**config.mk**
```make
export PLATFORM = sky130hd
export DESIGN_NAME = runway_scheduler
export DESIGN_NICKNAME = d
export VERILOG_FILES = /design/src/rtl/runway_pkg.sv /design/src/rtl/runway_slot.sv /design/src/rtl/runway_scheduler.sv
export SDC_FILE = /design/constraint.sdc
export NUM_CORES = 1
export LEC_CHECK = 0
export ABC_AREA = 1
export CORE_MARGIN = 2
export CORE_UTILIZATION = 55
export DETAILED_ROUTE_END_ITERATION = 12
export PLACE_DENSITY_LB_ADDON = 0.1
export SYNTH_ARGS = -nofsm -noshare
export SYNTH_HDL_FRONTEND = slang
export SYNTH_SLANG_ARGS = --single-unit
```
**constraint.sdc**
```tcl
create_clock -name clk -period 4.9 [get_ports clk]
set_input_delay 0.735 -clock clk [delete_from_list [all_inputs] [get_ports clk]]
set_output_delay 0.735 -clock clk [all_outputs]
set_load 0.01 [all_outputs]
```
**src/rtl/runway_pkg.sv**
```systemverilog
// Shared runway definitions: state encoding, default timing and counter sizing.
package runway_pkg;

    typedef enum logic [1:0] {
        RWY_FREE     = 2'b00,
        RWY_OCCUPIED = 2'b01,
        RWY_CLEARING = 2'b10,
        RWY_CLOSED   = 2'b11
    } rwy_state_t;

    localparam int OCC_CYCLES_DEF   = 12;
    localparam int CLEAR_CYCLES_DEF = 3;

    // Width that holds the longer of the two dwell times without wrapping.
    function automatic int cnt_width(input int occ, input int clr);
        int m;
        m = (occ > clr) ? occ : clr;
        return (m > 0) ? $clog2(m + 1) : 1;
    endfunction

endpackage

```
**src/rtl/runway_slot.sv**
```systemverilog
// One runway: occupancy/clearance sequencer with a dwell counter and close handling.
//
//   state    | meaning
//   FREE     | idle, may be granted or closed
//   OCCUPIED | aircraft on runway for OCC_CYCLES cycles
//   CLEARING | post-occupancy clearance for CLEAR_CYCLES cycles
//   CLOSED   | held out of service while close is high
module runway_slot
    import runway_pkg::*;
#(
    parameter int OCC_CYCLES   = OCC_CYCLES_DEF,
    parameter int CLEAR_CYCLES = CLEAR_CYCLES_DEF
) (
    input  logic       clk,
    input  logic       rst,
    input  logic       i_grant,
    input  logic       i_close,
    output logic [1:0] o_state
);

    localparam int CNT_W = cnt_width(OCC_CYCLES, CLEAR_CYCLES);
    localparam logic [CNT_W-1:0] OCC_LAST = CNT_W'(OCC_CYCLES - 1);
    localparam logic [CNT_W-1:0] CLR_LAST = CNT_W'(CLEAR_CYCLES - 1);

    rwy_state_t       r_state;
    rwy_state_t       w_next_state;
    logic [CNT_W-1:0] r_cnt;
    logic [CNT_W-1:0] w_next_cnt;

    always_ff @(posedge clk) begin
        if (rst) begin
            r_state <= RWY_FREE;
            r_cnt   <= '0;
        end else begin
            r_state <= w_next_state;
            r_cnt   <= w_next_cnt;
        end
    end

    always_comb begin
        w_next_state = r_state;
        case (r_state)
            RWY_FREE: begin
                // Close wins over a same-edge grant; the arbiter never targets a closing runway.
                if (i_close)
                    w_next_state = RWY_CLOSED;
                else if (i_grant)
                    w_next_state = RWY_OCCUPIED;
            end
            RWY_OCCUPIED: begin
                if (r_cnt == OCC_LAST)
                    w_next_state = RWY_CLEARING;
            end
            RWY_CLEARING: begin
                if (r_cnt == CLR_LAST)
                    w_next_state = i_close ? RWY_CLOSED : RWY_FREE;
            end
            RWY_CLOSED: begin
                if (!i_close)
                    w_next_state = RWY_FREE;
            end
            default: w_next_state = RWY_FREE;
        endcase
    end

    // Counter restarts on every state entry and saturates rather than wrapping.
    always_comb begin
        w_next_cnt = r_cnt;
        if (w_next_state != r_state)
            w_next_cnt = '0;
        else if (((r_state == RWY_OCCUPIED) || (r_state == RWY_CLEARING)) && (r_cnt != '1))
            w_next_cnt = r_cnt + CNT_W'(1);
    end

    assign o_state = r_state;

endmodule

```
**src/rtl/runway_scheduler.sv**
```systemverilog
// Two-runway scheduler: class-priority round-robin arbitration over N_REQ requesters.
module runway_scheduler
    import runway_pkg::*;
#(
    parameter int N_REQ        = 4,
    parameter int OCC_CYCLES   = OCC_CYCLES_DEF,
    parameter int CLEAR_CYCLES = CLEAR_CYCLES_DEF
) (
    input  logic             clk,
    input  logic             rst,
    input  logic [N_REQ-1:0] req,
    input  logic [N_REQ-1:0] land,
    input  logic [N_REQ-1:0] emerg,
    input  logic [1:0]       rwy_close,
    output logic [N_REQ-1:0] gnt,
    output logic             gnt_rwy,
    output logic [3:0]       rwy_state
);

    localparam int IDX_W = (N_REQ > 1) ? $clog2(N_REQ) : 1;

    logic [N_REQ-1:0] r_gnt;
    logic             r_gnt_rwy;
    logic [IDX_W-1:0] r_ptr;

    logic [1:0]       w_state_a;
    logic [1:0]       w_state_b;
    logic             w_avail_a;
    logic             w_avail_b;
    logic [N_REQ-1:0] w_elig;
    logic [N_REQ-1:0] w_cls_emerg;
    logic [N_REQ-1:0] w_cls_land;
    logic [N_REQ-1:0] w_cls_take;
    logic [N_REQ-1:0] w_cls_sel;
    logic             w_pick_found;
    logic [IDX_W-1:0] w_pick_idx;
    logic [N_REQ-1:0] w_gnt_vec;
    logic             w_do_grant;
    logic             w_grant_a;
    logic             w_grant_b;

    assign w_avail_a = (w_state_a == RWY_FREE) && !rwy_close[0];
    assign w_avail_b = (w_state_b == RWY_FREE) && !rwy_close[1];

    // A requester still showing its grant pulse is not re-considered this cycle.
    assign w_elig      = req & ~r_gnt;
    assign w_cls_emerg = w_elig & emerg;
    assign w_cls_land  = w_elig & ~emerg & land;
    assign w_cls_take  = w_elig & ~emerg & ~land;

    always_comb begin
        w_cls_sel = w_cls_take;
        if (|w_cls_emerg)
            w_cls_sel = w_cls_emerg;
        else if (|w_cls_land)
            w_cls_sel = w_cls_land;
    end

    always_comb begin : rr_pick
        logic [IDX_W:0] cand;
        cand         = '0;
        w_pick_found = 1'b0;
        w_pick_idx   = r_ptr;
        for (int k = 1; k <= N_REQ; k++) begin
            cand = {1'b0, r_ptr} + (IDX_W+1)'(k);
            if (cand >= (IDX_W+1)'(N_REQ))
                cand = cand - (IDX_W+1)'(N_REQ);
            if (!w_pick_found && w_cls_sel[cand[IDX_W-1:0]]) begin
                w_pick_found = 1'b1;
                w_pick_idx   = cand[IDX_W-1:0];
            end
        end
    end

    always_comb begin
        w_gnt_vec             = '0;
        w_gnt_vec[w_pick_idx] = 1'b1;
    end

    assign w_do_grant = (w_avail_a || w_avail_b) && w_pick_found;
    assign w_grant_a  = w_do_grant && w_avail_a;
    assign w_grant_b  = w_do_grant && !w_avail_a && w_avail_b;

    always_ff @(posedge clk) begin
        if (rst) begin
            r_gnt     <= '0;
            r_gnt_rwy <= 1'b0;
            r_ptr     <= IDX_W'(N_REQ - 1);
        end else begin
            r_gnt     <= w_do_grant ? w_gnt_vec : '0;
            r_gnt_rwy <= w_grant_b;
            if (w_do_grant)
                r_ptr <= w_pick_idx;
        end
    end

    runway_slot #(
        .OCC_CYCLES  (OCC_CYCLES),
        .CLEAR_CYCLES(CLEAR_CYCLES)
    ) u_slot_a (
        .clk    (clk),
        .rst    (rst),
        .i_grant(w_grant_a),
        .i_close(rwy_close[0]),
        .o_state(w_state_a)
    );

    runway_slot #(
        .OCC_CYCLES  (OCC_CYCLES),
        .CLEAR_CYCLES(CLEAR_CYCLES)
    ) u_slot_b (
        .clk    (clk),
        .rst    (rst),
        .i_grant(w_grant_b),
        .i_close(rwy_close[1]),
        .o_state(w_state_b)
    );

    assign gnt       = r_gnt;
    assign gnt_rwy   = r_gnt_rwy;
    assign rwy_state = {w_state_b, w_state_a};

endmodule

```
==> qor.yml <==
hold_path:
  min_path_type: "flop to flop"
global_routing:
  grt_util_met1_pct: 25.4
  use_met3_pct: 4.91
  grt_util_met2_pct: 41.9
  antenna_found_initial: 0
  grt_pass1_vias: 1563
  grt_pass1_wl_mm: 6.02
  grt_overflow: 0
  grt_usage_pct: 22.6
  top_usage_layer: "met2"
  grt_max_degree: 12
die:
  initial_core_util_pct: 58.1
  io_pins: 25
  fp-row-count: 19
  die_h_um: 58.0
  core_mm2: 0.00276
  die_x_um: 58.0
  dieArea_mm2: 0.00336
routing:
  drt_iter0_drc: 67
  wl_per_cell_um: 11.1
  via_count: 1620
  drt-pass1-iter-count: 4
  wl_mm: 3.44
  route.detailed.drc: 0
  ant_nets: 0
  vias_per_cell: 5.23
cells_and_area:
  area_growth_pct: 18.6
  mostFrequentLayoutCells: "nand2_1, inv_1, nand3_1, nor2_1, clkdlybuf4s50_1"
  antennaDiodeCount: 0
  fill_cells: 279
  final_common_cell: "nand2_1"
  layout-drive-gt1-share_pct: 7.53
  nets: 310
logic_synthesis:
  syn_nets: 283
  synthAdderAreaFrac_pct: 10.9
  syn_inst: 253
  synthMuxAreaShare_pct: 0
  synth_top_family_by_area: "simple AND/OR/NAND/NOR gates"
  yosys_warnings: 0
  synth_area_mm2: 0.00160
  seq_area_frac_synth_pct: 23.7
  synth_area_per_cell_um2: 6.34
  synth_xor_area_share_pct: 3.83
  synthSimpleGateAreaFrac_pct: 42.9
  synthDistinctLibCells: 24
  synth-compound-area-share_pct: 7.26
  synth_seq_cells: 19
pwr:
  vdd_drop_max_mv: 0.440
  leakage_nw: 0.942
  power_density_mw_per_mm2: 512
setup_path:
  crit_chain: "clkdlybuf4s50_1 -> nand3_2 -> nand2_1 -> inv_2 -> nand2_4 -> nor2_1 -> nand2_1 -> nand3_1 -> nand3_1 -> nand2_2 -> nand4_4 -> nand2_1 -> nor2_1 -> nand3_1 -> a21boi_0"
  path_class: "input port to flop"
  required_ps: 5100
  cp-end-kind: "flop"
  cp.arrival_ps: 2730
  startpoint_type: "input port"
  cp_max_fo: 8
  crit_slowest_cell: "clkdlybuf4s50_1"
  cpPeakStageDelay_ps: 520
cts:
  cts_tree: "built"
  cts_root_buf: "clkbuf_4"
  cts_buffers: 3
  worstSkewPairLatency_ps: 310
  clkTransAtPathRegs_ps: 110
  cts-resized-gates: 0
  htreeDepth: 1
  cts_setup_buffers: 0
  ctsHoldBuffers: 0
  cts.path.max_buffers: 2
  cts_sinks: 19
sta:
  setup_tns_ps: 0
  setup_viol: 0
  fmax_mhz: 396
  worst_pin_slew_ps: 354
  slew-limit-headroom_pct: 76.3
  finClkSkew_ps: 0.748
  rsz0062_at_grt: "false"
  drv_slew: 0
  period_share_pct: 51.6
  worst_slack_ps: 2370
  finalWorstPathRequiredPeriod_ps: 2530
  hold_viol_final: 0
placed_design:
  portBuffers: 24
  dp_hpwl_mm: 2.75
  post-place-ws_ps: 2060
  place_congestion: 0.861
status:
  status: "finished, final reports clean"
flow_run:
  max_cap_viol_count: 0
==> report_power, final <==
group	internal, W	leakage, nW	switching, W
clock	0.0000305	0.0177	0.0000528
combinational	0.000246	0.769	0.000391
sequential	0.000200	0.155	0.0000536
==> worst max-delay path, delay by kind of cell <==
kind	cells	cell delay, ps
AOI/OAI and AO/OA	1	150
buffers and inverters	2	560
and+or+nand+nor	12	1270
==> flip-flops by register name, indices dropped and copies added, names as in the netlist <==
name              count
u_slot_a.r_cnt        4
u_slot_a.o_state      2
gnt_rwy               1
u_slot_b.o_state      2
u_slot_b.r_cnt        4
gnt                   4
r_ptr                 2
==> through the flow <==
stage	power [W]	area [um2]	hold slack (ps)	utilization [%]	instances
finish	0.000973	1900	585	68.9	310
global route	0.00108	1900	623	68.9	310
CTS	0.000976	1900	596	68.9	310
detailed placement	0.000889	1870	579	67.9	306
global placement	0.000882	1870	567	67.9	306
floorplan	0.000724	1600	536	-	253
==> path summary, 6_finish.rpt <==
kind,endpoint,slack [ps],from,cells after the start
max,r_ptr[0]$_SDFFE_PP1N_,2370,req[3],15
min reg2reg,u_slot_a.r_cnt[1]$_SDFFE_PP0P_,580,u_slot_a.r_cnt[1]$_SDFFE_PP0P_,2
max reg2reg,u_slot_b.r_cnt[2]$_SDFFE_PP0P_,2920,gnt[1]$_SDFF_PP0_,18
min,u_slot_a.r_cnt[1]$_SDFFE_PP0P_,580,u_slot_a.r_cnt[1]$_SDFFE_PP0P_,2
==> cells by family after synthesis <==
kind of cell,after synthesis
xor gates and xnor gates,7
buffers and inverters,48
AOI/OAI and AO/OA,20
and+or+nand+nor,145
DFF,19
adders and majority gates,14
==> synth_stat cells, drive strengths merged <==
| library cell | number | share of area (%) |
|---|---|---|
| nor2 | 32 | 7.5 |
| nand2 | 56 | 14 |
| a31oi | 2 | 0.78 |
| o211ai | 2 | 0.94 |
| ha | 14 | 11 |
| nor3 | 5 | 1.6 |
| a21oi | 7 | 2.2 |
| xor2 | 6 | 3.3 |
| nand4 | 6 | 3.3 |
| clkbuf | 1 | 0.23 |
| xnor2 | 1 | 0.55 |
| buf | 1 | 0.31 |
| a21boi | 1 | 0.47 |
| a32oi | 1 | 0.55 |
| o21ai | 6 | 1.9 |
| dfxtp | 19 | 24 |
| inv | 46 | 11 |
| nand3 | 46 | 17 |
| o21bai | 1 | 0.47 |
==> layout make-up <==
| class | count | area (um2) | area share (%) |
|---|---|---|---|
| multi-input cells | 186 | 1040 | 54.8 |
| clock buffers | 3 | 22.5 | 1.18 |
| well taps | 31 | 38.8 | 2.04 |
| repair buffers | 24 | 240 | 12.6 |
| flip-flops and latches | 19 | 380 | 20.0 |
| inverters | 46 | 173 | 9.08 |
| clock inverters | 1 | 5.00 | 0.263 |
==> layer usage <==
metal	vias to the layer above	wire [um]
met3	6	129
met2	35	1690
met5	-	0
li1	859	-
met4	0	58
met1	720	1560
Power figures use the tool's default switching activity.
